### src/rtl/eth_axis_tx_framer.sv
// Purpose : frames a uDMA byte stream into one AXI-stream Ethernet TX frame of a programmed length;
//           a source stall or software abort closes the frame with tuser=1 so the MAC drops it.
// Latency : 1 cycle from source transfer to tx_axis_tdata; full throughput of 1 byte/cycle.
// Backpr. : src_ready only when the single output register is free (!tvalid || tready);
//           output beats are held stable while tvalid && !tready.
// Ports   : clk/rst_n (sync, active-low); cfg_len_i/cfg_start_i/cfg_abort_i control;
//           busy_o/done_o/err_o status; src_* byte input; tx_axis_* to the MAC.
// Option  : define ETH_TX_FRAMER_STATS_EN to add stat_good_o/stat_bad_o frame counters.
module eth_axis_tx_framer #(
  parameter int LEN_WIDTH     = 11,
  parameter int TIMEOUT       = 1024,
  parameter int TIMEOUT_WIDTH = 11
) (
  input  logic                 clk,
  input  logic                 rst_n,
  input  logic [LEN_WIDTH-1:0] cfg_len_i,
  input  logic                 cfg_start_i,
  input  logic                 cfg_abort_i,
  output logic                 busy_o,
  output logic                 done_o,
  output logic                 err_o,
  input  logic [7:0]           src_data_i,
  input  logic                 src_valid_i,
  output logic                 src_ready_o,
  output logic [7:0]           tx_axis_tdata,
  output logic                 tx_axis_tvalid,
  input  logic                 tx_axis_tready,
  output logic                 tx_axis_tlast,
  output logic                 tx_axis_tuser
`ifdef ETH_TX_FRAMER_STATS_EN
  ,
  output logic [15:0]          stat_good_o,
  output logic [15:0]          stat_bad_o
`endif
);

  typedef enum logic [1:0] {IDLE, RUN, ABORT} state_t;

  localparam logic [TIMEOUT_WIDTH-1:0] TIMEOUT_CNT = TIMEOUT_WIDTH'(TIMEOUT);

  state_t                   state;
  logic [LEN_WIDTH-1:0]     rem;
  logic [LEN_WIDTH-1:0]     rem_after;
  logic [TIMEOUT_WIDTH-1:0] stall;
  logic                     out_free;
  logic                     out_acc;
  logic                     rem_nz;
  logic                     src_xfer;
  logic                     timeout_hit;

  assign out_free    = !tx_axis_tvalid || tx_axis_tready;
  assign out_acc     = tx_axis_tvalid && tx_axis_tready;
  assign rem_nz      = (rem != '0);
  assign timeout_hit = (TIMEOUT != 0) && (stall == TIMEOUT_CNT);
  // Refuse bytes on the timeout cycle so no accepted byte is lost when we jump to ABORT.
  assign src_ready_o = (state == RUN) && out_free && rem_nz && !timeout_hit;
  assign src_xfer    = src_valid_i && src_ready_o;
  // Remaining count after this cycle: an abort that coincides with the last byte is ignored.
  assign rem_after   = src_xfer ? (rem - LEN_WIDTH'(1)) : rem;

  always_ff @(posedge clk) begin
    if (!rst_n) begin
      state          <= IDLE;
      rem            <= '0;
      stall          <= '0;
      busy_o         <= 1'b0;
      done_o         <= 1'b0;
      err_o          <= 1'b0;
      tx_axis_tdata  <= 8'h00;
      tx_axis_tvalid <= 1'b0;
      tx_axis_tlast  <= 1'b0;
      tx_axis_tuser  <= 1'b0;
`ifdef ETH_TX_FRAMER_STATS_EN
      stat_good_o    <= 16'h0000;
      stat_bad_o     <= 16'h0000;
`endif
    end else begin
      done_o <= 1'b0;
      err_o  <= 1'b0;
      case (state)
        IDLE: begin
          if (cfg_start_i) begin
            if (cfg_len_i != '0) begin
              rem    <= cfg_len_i;
              stall  <= '0;
              busy_o <= 1'b1;
              state  <= RUN;
            end else begin
              err_o <= 1'b1;
            end
          end
        end

        RUN: begin
          if (src_xfer) begin
            tx_axis_tdata  <= src_data_i;
            tx_axis_tvalid <= 1'b1;
            tx_axis_tlast  <= (rem == LEN_WIDTH'(1));
            tx_axis_tuser  <= 1'b0;
            rem            <= rem_after;
          end else if (out_acc) begin
            tx_axis_tvalid <= 1'b0;
            tx_axis_tlast  <= 1'b0;
          end

          // Only a missing source byte counts as a stall; MAC backpressure does not.
          if (src_xfer) begin
            stall <= '0;
          end else if (rem_nz && out_free && !src_valid_i) begin
            stall <= stall + TIMEOUT_WIDTH'(1);
          end

          if (out_acc && tx_axis_tlast) begin
            done_o <= 1'b1;
            busy_o <= 1'b0;
            state  <= IDLE;
`ifdef ETH_TX_FRAMER_STATS_EN
            stat_good_o <= stat_good_o + 16'd1;
`endif
          end else if (timeout_hit || (cfg_abort_i && rem_after != '0)) begin
            state <= ABORT;
          end
        end

        ABORT: begin
          // tuser marks the terminator; any pending data beat has tuser=0 and drains first.
          if (tx_axis_tvalid && tx_axis_tuser) begin
            if (tx_axis_tready) begin
              tx_axis_tvalid <= 1'b0;
              tx_axis_tlast  <= 1'b0;
              tx_axis_tuser  <= 1'b0;
              err_o          <= 1'b1;
              busy_o         <= 1'b0;
              state          <= IDLE;
`ifdef ETH_TX_FRAMER_STATS_EN
              stat_bad_o <= stat_bad_o + 16'd1;
`endif
            end
          end else if (out_free) begin
            tx_axis_tdata  <= 8'h00;
            tx_axis_tvalid <= 1'b1;
            tx_axis_tlast  <= 1'b1;
            tx_axis_tuser  <= 1'b1;
          end
        end

        default: state <= IDLE;
      endcase
    end
  end

endmodule

### config.mk
export PLATFORM = sky130hd
export DESIGN_NAME = eth_axis_tx_framer
export DESIGN_NICKNAME = d
export VERILOG_FILES = /design/src/rtl/eth_axis_tx_framer.sv
export SDC_FILE = /design/constraint.sdc
export NUM_CORES = 1
export LEC_CHECK = 0
export ABC_CLOCK_PERIOD_IN_PS = 4100
export CORE_MARGIN = 3
export CORE_UTILIZATION = 50
export DETAILED_ROUTE_END_ITERATION = 10
export PLACE_DENSITY = 0.84
export SLEW_MARGIN = 20
export SYNTH_ARGS = -nofsm -noshare
export SYNTH_HDL_FRONTEND = slang
export SYNTH_SLANG_ARGS = --single-unit
### constraint.sdc
create_clock -name clk -period 4.1 [get_ports clk]
set_input_delay 0.41 -clock clk [delete_from_list [all_inputs] [get_ports clk]]
set_output_delay 0.41 -clock clk [all_outputs]
set_load 0.02 [all_outputs]
==> impl_metrics.json, run 1 <==
{
  "num_rows": 23,
  "grt_max_degree": 31,
  "finalCritPeriodShare_pct": 69.9,
  "synth_top_area_cell": "dfxtp_1",
  "via_per_inst": 6.30,
  "fmax_ghz": 0.349,
  "wirelength_um": 5800,
  "reg2reg_depth": 8,
  "ys_types": 54,
  "fin_cells": 358,
  "drv_slew": 0,
  "syn2layout_area_growth_pct": 22.0,
  "dpl.cell_count": 350,
  "ys_top_cells_by_area": "dfxtp_1 (33%), a21boi_0 (6.3%), nand2_1 (4.9%), ha_1 (4.4%), nand4_1 (3.8%)",
  "p_int_mw": 1.01,
  "antenna_left": 0,
  "regToRegEndpoint": "state[1]",
  "core_area_um2": 4200,
  "io-pin-count": 40,
  "ctsLongestPathBuffers": 2,
  "clockRootBuffer": "clkbuf_8",
  "cpMostUsedCell": "inv_1",
  "crit_type": "reg2out",
  "finalSetupViolCount": 0,
  "cp.arrival_ps": 2460,
  "synth_common_cells": "dfxtp_1 (38), nand2_1 (30), a21boi_0 (19), o21ai_0 (16)",
  "power_density_nw_per_um2": 654,
  "hold_violations": 0,
  "tightest_slew_ps": 982,
  "slowest_stage": "clkdlybuf4s50_1",
  "clkTransAtPathRegs_ps": 80,
  "setup_tns_ps": 0,
  "gp_congestion": 0.945,
  "synthCells": 277,
  "cp-start-kind": "flop",
  "start_util_pct": 54.2,
  "run_status": "complete, no violations",
  "fin_nets": 340,
  "grt.overflow.total": 0,
  "rsz0062_at_grt": "no",
  "static-leakage-power_nw": 0.984,
  "worstPathRequired_ps": 3690,
  "crit_chain": "inv_1 > ha_1 > inv_1 > a41o_1 > a311oi_1 > clkdlybuf4s50_1",
  "drive_gt1_share_pct": 4.55,
  "slew-limit-headroom_pct": 34.3,
  "cts-buffers-inserted": 5,
  "clock_skew_ps": 5.25,
  "ys_warn_count": 0,
  "async_flop_share_pct": 0,
  "ir_worst_vdd_mv": 0.445,
  "regToRegSetupSlack_ps": 1240,
  "holdPathStages": 2,
  "clk_latency_ps": 290,
  "setup_slack_ps": 1230,
  "fp.dieW_um": 73.5,
  "port_buffers": 39,
  "switchingPower_mw": 0.806,
  "yosysSeqAreaShare_pct": 33.4,
  "regToRegStartpoint": "rem[0]",
  "ys_ff_latch": 38,
  "synth_edf_count": 0,
  "grt_pass1_vias": 2031,
  "antenna_found_initial": 0,
  "critPathMaxFanout": 13,
  "drv_cap": 0,
  "syn_nets": 310,
  "period_needed_ps": 2870,
  "cts.sink_count": 38,
  "synth.most_common_cell": "dfxtp_1",
  "htree_levels": 2,
  "swShare_pct": 44.4,
  "drtPass1Iterations": 5,
  "max_stage_delay_ps": 680,
  "wl_per_cell_um": 16.2,
  "grt_pass1_wl_um": 9610,
  "synth_area_per_cell_um2": 8.22,
  "pwr-share-seq_pct": 29.6,
  "track_usage_pct": 22.6,
  "die_y_um": 73.5,
  "num_vias": 2257,
  "hp-class": "reg2reg",
  "cp-end-kind": "output pin",
  "drt-initial-drc-count": 106,
  "final_core_util_pct": 66.1,
  "pwr-share-clk_pct": 17.4,
  "drc": 0,
  "syn-cell-area_um2": 2280,
  "timing.hold.ws_ps": 470,
  "ctsHoldBuffers": 0,
  "synth_flop_cell": "dfxtp_1",
  "num_antenna_cells": 0,
  "post_cts_resized": 0,
  "post-place-ws_ps": 1230,
  "cts_setup_buffers": 0,
  "hold_start": "tx_axis_tdata[7]",
  "cts_tree": "done",
  "synth.top_cell.area_share_pct": 33.4,
  "whs_endpoint": "tx_axis_tdata[7]",
  "power_frac_comb_pct": 53.0,
  "dp_hpwl_um": 4110,
  "die_area_um2": 5400
}
## cell usage in the layout (no fill, tap or decap), types with 4 or more instances in the layout
cell type,n
ha_1,8
or3_1,9
nor2b_1,6
clkdlybuf4s50_1,39
clkbuf_8,5
or4_1,4
dfxtp_1,38
and3_1,4
o211ai_1,6
a21oi_1,8
nor4_1,6
a21boi_0,19
nand2_1,30
inv_1,13
o31ai_1,4
o21ai_0,16
o21a_1,6
nor2_1,15
nand4_1,14
## worst max-delay path by stage
stage / from / end / slack (ps) / cells past startpoint
after global placement: tx_axis_tready / state[1] / 1240 / 7
after floorplan: rem[0] / state[0] / 1620 / 9
after global routing: rem[0] / state[1] / 1040 / 8
after CTS: state[1] / src_ready_o / 1240 / 6
final: state[1] / src_ready_o / 1230 / 6
after detailed placement: tx_axis_tready / state[1] / 1230 / 7
## area by class of cell
| class | instances | area, µm² |
|---|---|---|
| fillers | 350 | 1430 |
| multi-input cells | 208 | 1400 |
| flip-flops and latches | 38 | 761 |
| repair buffers | 40 | 398 |
| clock buffers | 7 | 76.3 |
| well taps | 50 | 62.6 |
| inverters | 14 | 52.6 |
| clock inverters | 1 | 30.0 |
## cell families after synthesis
family,count (synthesis),share of synthesized area [%]
AO/OA/AOI/OAI,88,29.1
AND/OR/NAND/NOR,102,23.7
adder cells (fa/ha/maj),8,4.40
XOR/XNOR,6,2.31
flip-flops,38,33.4
buffers and inverters,31,5.22
multiplexers,4,1.81
## power by group through the flow
stage | clock network (mW) | logic [mW] | registers (mW)
after floorplan | 0 | 0.715 | 0.536
after global placement | 0 | 0.930 | 0.542
after detailed placement | 0 | 0.942 | 0.543
after CTS | 0.319 | 0.951 | 0.534
after global routing | 0.339 | 1.07 | 0.548
final | 0.316 | 0.961 | 0.537
## critical path: cells and delay by family, from the launching register on
family | cells | cell delay [ps]
DFF | 1 | 340
adders and majority gates | 1 | 160
buffers and inverters | 3 | 920
AOI/OAI and AO/OA | 2 | 740
## state kept, by name, summed over array words and instances, names as in the netlist
signal / flops
rem: 11
stall: 11
tx_axis_tdata: 8
state: 2
busy_o: 1
done_o: 1
err_o: 1
tx_axis_tlast: 1
tx_axis_tuser: 1
tx_axis_tvalid: 1
## per-layer routing
layer	up-vias	GRT usage (%)	part of all wire, %
met1	1079	31.3	45
met2	66	34.1	48
met4	0	9.86	1.6
met5	-	0	0
met3	12	4.24	5.0
li1	1100	-	-
## through the flow
step	power [mW]	instance area (µm²)
after floorplan	1.25	2280
after global placement	1.47	2670
after detailed placement	1.48	2670
after CTS	1.80	2780
after global routing	1.96	2780
final	1.81	2780
(Power assumes the default switching activity.)
==> run 2: changes to the inputs <==
- ABC_CLOCK_PERIOD_IN_PS: 4100 -> 2500
- CORE_UTILIZATION: 50 -> 48
- PLACE_DENSITY: 0.84 -> 0.85
- clock period: 4.1 -> 2.5 ns (I/O delays scaled with it)
==> impl_metrics.json, run 2 (synthesized netlist as in run 1, its figures left out) <==
{
  "antenna_left": 0,
  "drc": 0,
  "ctsHoldBuffers": 0,
  "tightest_slew_ps": 576,
  "finalSetupViolCount": 0,
  "grt_pass1_wl_um": 10100,
  "num_rows": 24,
  "num_antenna_cells": 0,
  "cpMostUsedCell": "inv_1",
  "fillCellCount": 357,
  "gp_congestion": 0.905,
  "htree_levels": 2,
  "fin_nets": 362,
  "wl_per_cell_um": 16.6,
  "fmax_ghz": 0.416,
  "reg2reg_depth": 9,
  "slowest_stage": "or4_1",
  "power_density_nw_per_um2": 1100,
  "hp-class": "reg2reg",
  "ctsLongestPathBuffers": 2,
  "cp-end-kind": "flop",
  "io-pin-count": 40,
  "top_regs": "rem: 11 flops, stall: 11 flops, tx_axis_tdata: 8 flops",
  "finalCritPeriodShare_pct": 96.2,
  "cts_tree": "done",
  "regToRegSetupSlack_ps": 100,
  "holdPathStages": 2,
  "track_usage_pct": 23.1,
  "hold_start": "tx_axis_tdata[4]",
  "place_area_um2": 2830,
  "drt-initial-drc-count": 144,
  "grt_max_degree": 30,
  "syn2layout_area_growth_pct": 30.4,
  "dpl.cell_count": 373,
  "clkTransAtPathRegs_ps": 80,
  "die_y_um": 74.9,
  "mostFrequentLayoutCell": "clkdlybuf4s50_1",
  "dp_hpwl_um": 4640,
  "static-leakage-power_nw": 1.10,
  "cp.arrival_ps": 2620,
  "crit_chain": "inv_1 > ha_1 > inv_1 > a41o_2 > buf_4 > o2bb2ai_2 > o2111ai_2 > or4_1 > a21oi_1",
  "grt.overflow.total": 0,
  "regToRegStartpoint": "state[1]",
  "clock_skew_ps": 6.19,
  "drtPass1Iterations": 5,
  "clockRootBuffer": "clkbuf_8",
  "period_needed_ps": 2400,
  "slew-limit-headroom_pct": 61.3,
  "whs_endpoint": "tx_axis_tdata[4]",
  "start_util_pct": 50.9,
  "drive_gt1_share_pct": 13.9,
  "drv_slew": 0,
  "wirelength_um": 6350,
  "die_area_um2": 5600,
  "max_stage_delay_ps": 550,
  "crit_type": "reg2reg",
  "num_vias": 2366,
  "cp-start-kind": "flop",
  "final_cell_mix": "clkdlybuf4s50_1 (38), dfxtp_1 (36), nand2_1 (30), buf_4 (23), a21boi_0 (19)",
  "fp.dieW_um": 74.9,
  "critPathMaxFanout": 10,
  "fin_cells": 382,
  "design_area_um2": 2970,
  "clk_latency_ps": 290,
  "core_area_um2": 4470,
  "via_per_inst": 6.19,
  "cts.sink_count": 38,
  "final-seq-area_um2": 763,
  "grt_pass1_vias": 2201,
  "ir_worst_vdd_mv": 0.784,
  "total_power_mw": 3.28,
  "multiInputGateArea_um2": 1430,
  "drv_cap": 0,
  "worstPathRequired_ps": 2720,
  "regToRegEndpoint": "stall[10]",
  "port_buffers": 39,
  "hold_violations": 0,
  "antenna_found_initial": 0,
  "run_status": "complete, no violations",
  "cts-buffers-inserted": 5,
  "rsz0062_at_grt": "yes"
}
==> run 2: cell types whose count changed in the layout (fill, tap and decap cells not counted), sizes merged <==
cell,before,now
bufinv,1,0
buf,1,23
dlygate4sd2,0,1
clkinv,1,2
clkdlybuf4s50,39,38
==> run 2: how the worst max path moves through the flow <==
stage                         startpoint        end  slack [ps]  depth (start not counted)
after floorplan                   rem[0]   state[0]          20                          9
final                           state[1]  stall[10]         100                          9
after detailed placement    cfg_len_i[7]   stall[1]        -0.7                          6
after global routing            state[1]   stall[9]         -80                         10
after CTS                       stall[2]   stall[1]           4                          8
after global placement    tx_axis_tready   state[0]          50                          7
==> run 2: metal layers <==
layer,track usage [%],part of all wire (%)
met5,0,0
met4,9.29,2.2
met3,4.94,6.5
met2,36.9,49
met1,30.3,42
==> run 2: critical path, delay by kind of cell, from the launching register on <==
family,cells,cell delay (ps)
simple gates,1,550
compound gates,4,880
fa+ha+maj,1,210
flops,1,350
buf+inv,3,360
==> run 2: layout make-up <==
class / count / share of cell area, %
sequential: 38 / 25.7
inverter: 14 / 1.77
clock inverter: 1 / 0.169
timing repair buffer: 62 / 18.9
multi-input combinational: 208 / 48.3
clock buffer: 7 / 2.91
tap: 52 / 2.19
==> run 2: where the power goes <==
group          leakage (nW)  total, mW  switching, mW  internal [mW]
Clock                0.0482      0.442          0.219          0.223
Sequential            0.310      0.882          0.152          0.729
Combinational         0.746       1.95           1.09          0.862
==> run 2: what timing repair did <==
action                                  in CTS  in global routing
gates cloned                                 0                  0
endpoints found under the setup margin       1                 26
gates resized for setup                      2                 10
setup buffers                                0                  1
pin swaps                                    0                  4
==> run 2: through the flow <==
stage	hold slack [ps]	utilization, %	setup TNS [ps]	worst slack, ps
after floorplan	408	-	0	16.6
after global placement	453	63.3	0	45.6
after detailed placement	466	63.3	-0.688	-0.688
after CTS	476	65.4	0	4.39
after global routing	490	66.3	-367	-78.3
final	471	66.3	0	95.4
